### src/rtl/sk_add_arbiter_if.sv
// sk_add_arbiter_if: request and response channels between two operand sources,
// the shared-adder arbiter and the result consumer.
interface sk_add_arbiter_if #(
   parameter int WORD_W = 16,
   parameter int NWORDS = 4
);
   localparam int OPW = WORD_W * NWORDS;
   logic [1:0]     req_valid;
   logic [1:0]     req_ready;
   logic [OPW-1:0] req0_a;
   logic [OPW-1:0] req0_b;
   logic           req0_ci;
   logic [OPW-1:0] req1_a;
   logic [OPW-1:0] req1_b;
   logic           req1_ci;
   logic           rsp_valid;
   logic           rsp_ready;
   logic           rsp_id;
   logic [OPW-1:0] rsp_sum;
   logic           rsp_co;
   modport master (
      output req_valid, req0_a, req0_b, req0_ci, req1_a, req1_b, req1_ci, rsp_ready,
      input  req_ready, rsp_valid, rsp_id, rsp_sum, rsp_co
   );
   modport slave (
      input  req_valid, req0_a, req0_b, req0_ci, req1_a, req1_b, req1_ci, rsp_ready,
      output req_ready, rsp_valid, rsp_id, rsp_sum, rsp_co
   );
endinterface

### src/rtl/sk_add_arbiter.sv
// sk_add_arbiter: shares one external WORD_W adder between two requesters, issuing
// an NWORDS-slice add LSW first with a registered ripple carry between slices.
module sk_add_arbiter #(
   parameter int WORD_W = 16,
   parameter int NWORDS = 4
) (
   input  logic              clk,
   input  logic              rst_n,
   sk_add_arbiter_if.slave   bus,
   output logic [WORD_W-1:0] add_a,
   output logic [WORD_W-1:0] add_b,
   output logic              add_ci,
   input  logic [WORD_W-1:0] add_s,
   input  logic              add_co
);
   localparam int OPW = WORD_W * NWORDS;
   localparam int KW = NWORDS > 1 ? $clog2(NWORDS) : 1;
   localparam logic [KW-1:0] K_LAST = KW'(NWORDS - 1);

   typedef enum logic [1:0] {IDLE, RUN, DONE} state_t;
   state_t state_q, state_d;
   logic [KW-1:0] k_q, k_d;
   logic [OPW-1:0] a_q, a_d, b_q, b_d, sum_q, sum_d;
   logic ci_q, ci_d, id_q, id_d, last_q, last_d, carry_q, carry_d, co_q, co_d;
   logic gnt, accept;

   // on contention the requester not served last time wins
   assign gnt = (bus.req_valid == 2'b11) ? ~last_q : bus.req_valid[1];
   assign accept = (state_q == IDLE) && (|bus.req_valid);

   always_ff @(posedge clk or negedge rst_n)
      if (!rst_n) begin
         state_q <= IDLE;
         k_q     <= '0;
         a_q     <= '0;
         b_q     <= '0;
         sum_q   <= '0;
         ci_q    <= 1'b0;
         id_q    <= 1'b0;
         last_q  <= 1'b1;
         carry_q <= 1'b0;
         co_q    <= 1'b0;
      end else begin
         state_q <= state_d;
         k_q     <= k_d;
         a_q     <= a_d;
         b_q     <= b_d;
         sum_q   <= sum_d;
         ci_q    <= ci_d;
         id_q    <= id_d;
         last_q  <= last_d;
         carry_q <= carry_d;
         co_q    <= co_d;
      end

   always_comb begin
      state_d = state_q;
      case (state_q)
         IDLE:    if (accept) state_d = RUN;
         RUN:     if (k_q == K_LAST) state_d = DONE;
         DONE:    if (bus.rsp_ready) state_d = IDLE;
         default: state_d = IDLE;
      endcase
   end

   always_comb begin
      k_d     = k_q;
      a_d     = a_q;
      b_d     = b_q;
      ci_d    = ci_q;
      id_d    = id_q;
      last_d  = last_q;
      sum_d   = sum_q;
      carry_d = carry_q;
      co_d    = co_q;
      if (accept) begin
         k_d    = '0;
         a_d    = gnt ? bus.req1_a : bus.req0_a;
         b_d    = gnt ? bus.req1_b : bus.req0_b;
         ci_d   = gnt ? bus.req1_ci : bus.req0_ci;
         id_d   = gnt;
         last_d = gnt;
      end
      if (state_q == RUN) begin
         k_d = k_q + KW'(1);
         sum_d[k_q*WORD_W +: WORD_W] = add_s;
         carry_d = add_co;
         if (k_q == K_LAST) co_d = add_co;
      end
   end

   always_comb begin
      bus.req_ready = accept ? (gnt ? 2'b10 : 2'b01) : 2'b00;
      add_a         = (state_q == RUN) ? a_q[k_q*WORD_W +: WORD_W] : '0;
      add_b         = (state_q == RUN) ? b_q[k_q*WORD_W +: WORD_W] : '0;
      add_ci        = (state_q == RUN) ? ((k_q == '0) ? ci_q : carry_q) : 1'b0;
      bus.rsp_valid = state_q == DONE;
      bus.rsp_id    = id_q;
      bus.rsp_sum   = sum_q;
      bus.rsp_co    = co_q;
   end
endmodule
### src/flat_wrapper.sv
// flat-port wrapper written by rule: the top's interface ports become plain ports
module sk_add_arbiter_flat 
#(
   parameter int WORD_W = 16,
   parameter int NWORDS = 4
)
  (clk, rst_n, add_a, add_b, add_ci, add_s, add_co, bus_req_valid, bus_req0_a, bus_req0_b, bus_req0_ci, bus_req1_a, bus_req1_b, bus_req1_ci, bus_rsp_ready, bus_req_ready, bus_rsp_valid, bus_rsp_id, bus_rsp_sum, bus_rsp_co);
  sk_add_arbiter_if #(.WORD_W(WORD_W), .NWORDS(NWORDS)) bus_i ();
  input  logic clk;
  input  logic rst_n;
  output logic [WORD_W-1:0] add_a;
  output logic [WORD_W-1:0] add_b;
  output logic add_ci;
  input  logic [WORD_W-1:0] add_s;
  input  logic add_co;
  input wire logic [$bits(bus_i.req_valid)-1:0] bus_req_valid;
  input wire logic [$bits(bus_i.req0_a)-1:0] bus_req0_a;
  input wire logic [$bits(bus_i.req0_b)-1:0] bus_req0_b;
  input wire logic [$bits(bus_i.req0_ci)-1:0] bus_req0_ci;
  input wire logic [$bits(bus_i.req1_a)-1:0] bus_req1_a;
  input wire logic [$bits(bus_i.req1_b)-1:0] bus_req1_b;
  input wire logic [$bits(bus_i.req1_ci)-1:0] bus_req1_ci;
  input wire logic [$bits(bus_i.rsp_ready)-1:0] bus_rsp_ready;
  output wire logic [$bits(bus_i.req_ready)-1:0] bus_req_ready;
  output wire logic [$bits(bus_i.rsp_valid)-1:0] bus_rsp_valid;
  output wire logic [$bits(bus_i.rsp_id)-1:0] bus_rsp_id;
  output wire logic [$bits(bus_i.rsp_sum)-1:0] bus_rsp_sum;
  output wire logic [$bits(bus_i.rsp_co)-1:0] bus_rsp_co;
  assign bus_i.req_valid = bus_req_valid;
  assign bus_i.req0_a = bus_req0_a;
  assign bus_i.req0_b = bus_req0_b;
  assign bus_i.req0_ci = bus_req0_ci;
  assign bus_i.req1_a = bus_req1_a;
  assign bus_i.req1_b = bus_req1_b;
  assign bus_i.req1_ci = bus_req1_ci;
  assign bus_i.rsp_ready = bus_rsp_ready;
  assign bus_req_ready = bus_i.req_ready;
  assign bus_rsp_valid = bus_i.rsp_valid;
  assign bus_rsp_id = bus_i.rsp_id;
  assign bus_rsp_sum = bus_i.rsp_sum;
  assign bus_rsp_co = bus_i.rsp_co;
  sk_add_arbiter #(.WORD_W(WORD_W), .NWORDS(NWORDS)) u_core (.clk(clk), .rst_n(rst_n), .bus(bus_i), .add_a(add_a), .add_b(add_b), .add_ci(add_ci), .add_s(add_s), .add_co(add_co));
endmodule
### config.mk
export PLATFORM = sky130hd
export DESIGN_NAME = sk_add_arbiter_flat
export DESIGN_NICKNAME = d
export VERILOG_FILES = /design/src/rtl/sk_add_arbiter_if.sv /design/src/rtl/sk_add_arbiter.sv /design/src/flat_wrapper.sv
export SDC_FILE = /design/constraint.sdc
export NUM_CORES = 1
export LEC_CHECK = 0
export BUFFER_PORTS_ARGS = -buffer_cell sky130_fd_sc_hd__buf_2
export CORE_AREA = 2 2 148 150
export DETAILED_ROUTE_END_ITERATION = 7
export DIE_AREA = 0 0 150 152
export PLACE_DENSITY = 0.87
export SLEW_MARGIN = 20
export SYNTH_ARGS = -nofsm -noshare
export SYNTH_HDL_FRONTEND = slang
export SYNTH_SLANG_ARGS = --single-unit
### constraint.sdc
create_clock -name clk -period 7.3 [get_ports clk]
set_input_delay 1.46 -clock clk [delete_from_list [all_inputs] [get_ports clk]]
set_output_delay 1.46 -clock clk [all_outputs]
set_load 0.05 [all_outputs]
==> metrics.md <==
| Metric | Value |
|---|---|
| Post-synthesis cell area | 9410 um2 |
| Yosys warning count | 0 |
| Syn_area_per_cell | 12.1 um2 |
| First-pass GRT wire length | 46100 um |
| Final critical-path share of the clock period | 63.0% |
| Leading area contributor after synthesis | dfrtp_1 |
| P&R area growth vs syn | 30.7% |
| Post-synthesis async set-or-reset flop share | 100% |
| RSZ-0062 raised after global routing | no |
| DRT antenna net count | 0 |
| Final min period | 4.60 ns |
| Drt pass-1 iters | 5 |
| Status | finished, final reports clean |
| CP Capture Type | output port |
| Post-cts sizing count | 0 |
| Highest clock rate | 217 MHz |
| Final Max Tran Viols | 0 |
| Finish-stage setup viols | 0 |
| CTS Buf Count | 22 |
| Worst reg2reg path depth | 4 |
| Crit. Startpoint | bus_req_valid[1] |
| Drt drc | 0 |
| 1st-iter DRT viols | 611 |
| Top FF cell, synth | dfrtp_1 |
| Worst skew pair latency | 0.51 ns |
| Largest net degree at the start of global routing | 131 |
| Cell with the most instances after synthesis | dfrtp_1 |
| WL met3 | 2690 um |
| CTS Hold Buffers Added | 0 |
| Skew final | 0.0131 ns |
| Worst Path Class, Setup | input pin to output port |
| Post-CTS Setup Bufs | 0 |
| Slew Limit Headroom | 31.8% |
| PD cells | 523 nW/um2 |
| Layout cells sized above 1 | 42.0% |
| Clock transition at path regs | 0.06 ns |
| Die width | 150 um |
| Vias | 8432 |
| Cell count after synthesis | 777 |
| Hpwl dp | 20500 um |
| I/O Buffers | 381 |
| Post-synth EDFFs | 0 |
| Synth top cells by count | dfrtp_1 (200), and3_1 (130), a221o_1 (129), nand2_1 (69), clkbuf_1 (58) |
| Row count | 54 |
| Max Cap Viol | 0 |
| H-tree levels | 1 |
| Hold Crit Start | u_core.bus.rsp_sum[29]$_DFFE_PN0P_ |
| Synthesized flop and latch total | 201 |
| Top Metal Used | met5 |
| Max VDD drop | 0.277 mV |
| Core ar. | 21400 um2 |
| Syn_nets | 1063 |
| Wl on met1 | 11700 um |
| Die area | 22800 um2 |
| Chip height | 152 um |
| RePlAce Congestion | 0.889 |
| Hold Fails Final Rpt | 0 |
| GRT Residual Overflow | 0 |
| Initial antenna violation count | 9 |
| Vias in the first global route | 8429 |
| Worst EP arrival | 3.14 ns |
| Crit-path max FO | 130 |
| Starting density of the core | 44.1% |
| Setup_tns | 0 ns |
| CTS tree | built |
| Clock Path Buffers | 3 |
| Post-layout nets | 1400 |
| Drt wl/cell | 21.2 um |
| Pin slew with the least headroom to its limit | 1.02 ns |
| Worst setup SP type | input pin |
| Worst Setup EP | bus_req_ready[1] |
| Vias per cell | 5.95 |
| Synth cell types | 28 |
| Clk root buf | clkbuf_16 |
| Top cell type's share of synthesized area | 53.2% |
| Hold crit path type | flip-flop to flip-flop |
| Reg-to-reg startpoint | u_core.k_q[1]$_DFFE_PN0P_ |
| Gr usage total | 25.6% |
| Synth area leaders | dfrtp_1 (53%), a221o_1 (14%), and3_1 (8.6%) |
| FF-to-FF setup slack | 3.94 ns |
| Static leakage | 0.00650 uW |
| R2R Path End | u_core.bus.rsp_sum[54]$_DFFE_PN0P_ |
| Clock sinks | 201 |
| Total power | 6430 uW |
| WP data required | 5.84 ns |
| Sequential share of the synthesized area | 53.5% |
| Top-Level Pins | 382 |
| WL final | 30000 um |
| Met2 WL post-DR | 14400 um |
## metrics by stage
step | utilization [%] | std cells | setup WS [ns] | hold WS, ns | instance area [um2]
after global placement | 53.7 | 1367 | 2.78 | 0.457 | 11500
final | 57.6 | 1416 | 2.70 | 0.482 | 12300
after CTS | 57.3 | 1405 | 2.75 | 0.483 | 12200
after floorplan | - | 777 | 3.17 | 0.445 | 9410
after global routing | 57.6 | 1416 | 2.58 | 0.504 | 12300
after detailed placement | 53.7 | 1367 | 2.75 | 0.464 | 11500
## cell usage in the layout, fill, tap and decap left out, types with 4 or more instances in the layout
master     instances
and3_1           129
and2_1            33
clkbuf_16         22
nand2_1           69
a22o_1            33
dfrtp_1          198
nand3b_1           4
buf_4             10
a221o_1          129
mux4_2            32
buf_2            380
diode_2            8
nor2_1             6
ha_1               6
clkbuf_8           6
o21ai_0           31
## routing by layer
layer | vias to the layer above | GRT usage (%)
met5 | - | 0
met4 | 2 | 11.5
met3 | 90 | 5.83
met2 | 481 | 41.3
met1 | 4157 | 32.9
li1 | 3702 | -
## how the worst min path moves through the flow
| stage | end | slack [ns] | cells past startpoint |
|---|---|---|---|
| floorplan | u_core.carry_q$_DFFE_PN0P_ | 0.44 | 2 |
| global placement | u_core.bus.rsp_id$_DFFE_PN0P_ | 0.46 | 1 |
| detailed placement | u_core.bus.rsp_id$_DFFE_PN0P_ | 0.46 | 1 |
| CTS | u_core.bus.rsp_id$_DFFE_PN0P_ | 0.48 | 1 |
| global route | u_core.bus.rsp_id$_DFFE_PN0P_ | 0.50 | 1 |
| finish | u_core.bus.rsp_sum[29]$_DFFE_PN0P_ | 0.48 | 2 |
## state kept, by name (all words and copies together), names as in the netlist
register / count
u_core.ci_q: 1
u_core.state_q: 2
u_core.bus.rsp_sum: 64
u_core.a_q: 64
u_core.bus.rsp_co: 1
u_core.carry_q: 1
u_core.last_q: 1
u_core.b_q: 64
u_core.k_q: 2
u_core.bus.rsp_id: 1
## cell type report
class                   count  area [um2]
diodes                      8        20.0
fillers                  1782        9050
clock buffers              30         631
flip-flops and latches    201        5030
multi-input cells         492        4080
inverters                   3        11.3
clock inverters             8         134
well taps                 280         350
repair buffers            394        2050
## cell families after synthesis
logic type,share of synthesized area [%]
multiplexers,7.88
AND/OR/NAND/NOR,15.3
AO/OA/AOI/OAI,19.0
flip-flops,53.5
adder cells (fa/ha/maj),0.798
buffers and inverters,3.60
## where the power goes
| part | total [uW] | internal [uW] | switching [uW] |
|---|---|---|---|
| clock network | 1180 | 712 | 465 |
| logic | 3220 | 1170 | 2050 |
| registers | 2030 | 1630 | 402 |
| total | 6430 | 3510 | 2920 |
## worst max-delay path, stage by stage
cell and delay, ns:
buf_2 0.13, a21boi_4 0.17, buf_4 0.79, and2_1 0.28
buf_2 0.28
(Power assumes the default switching activity.)
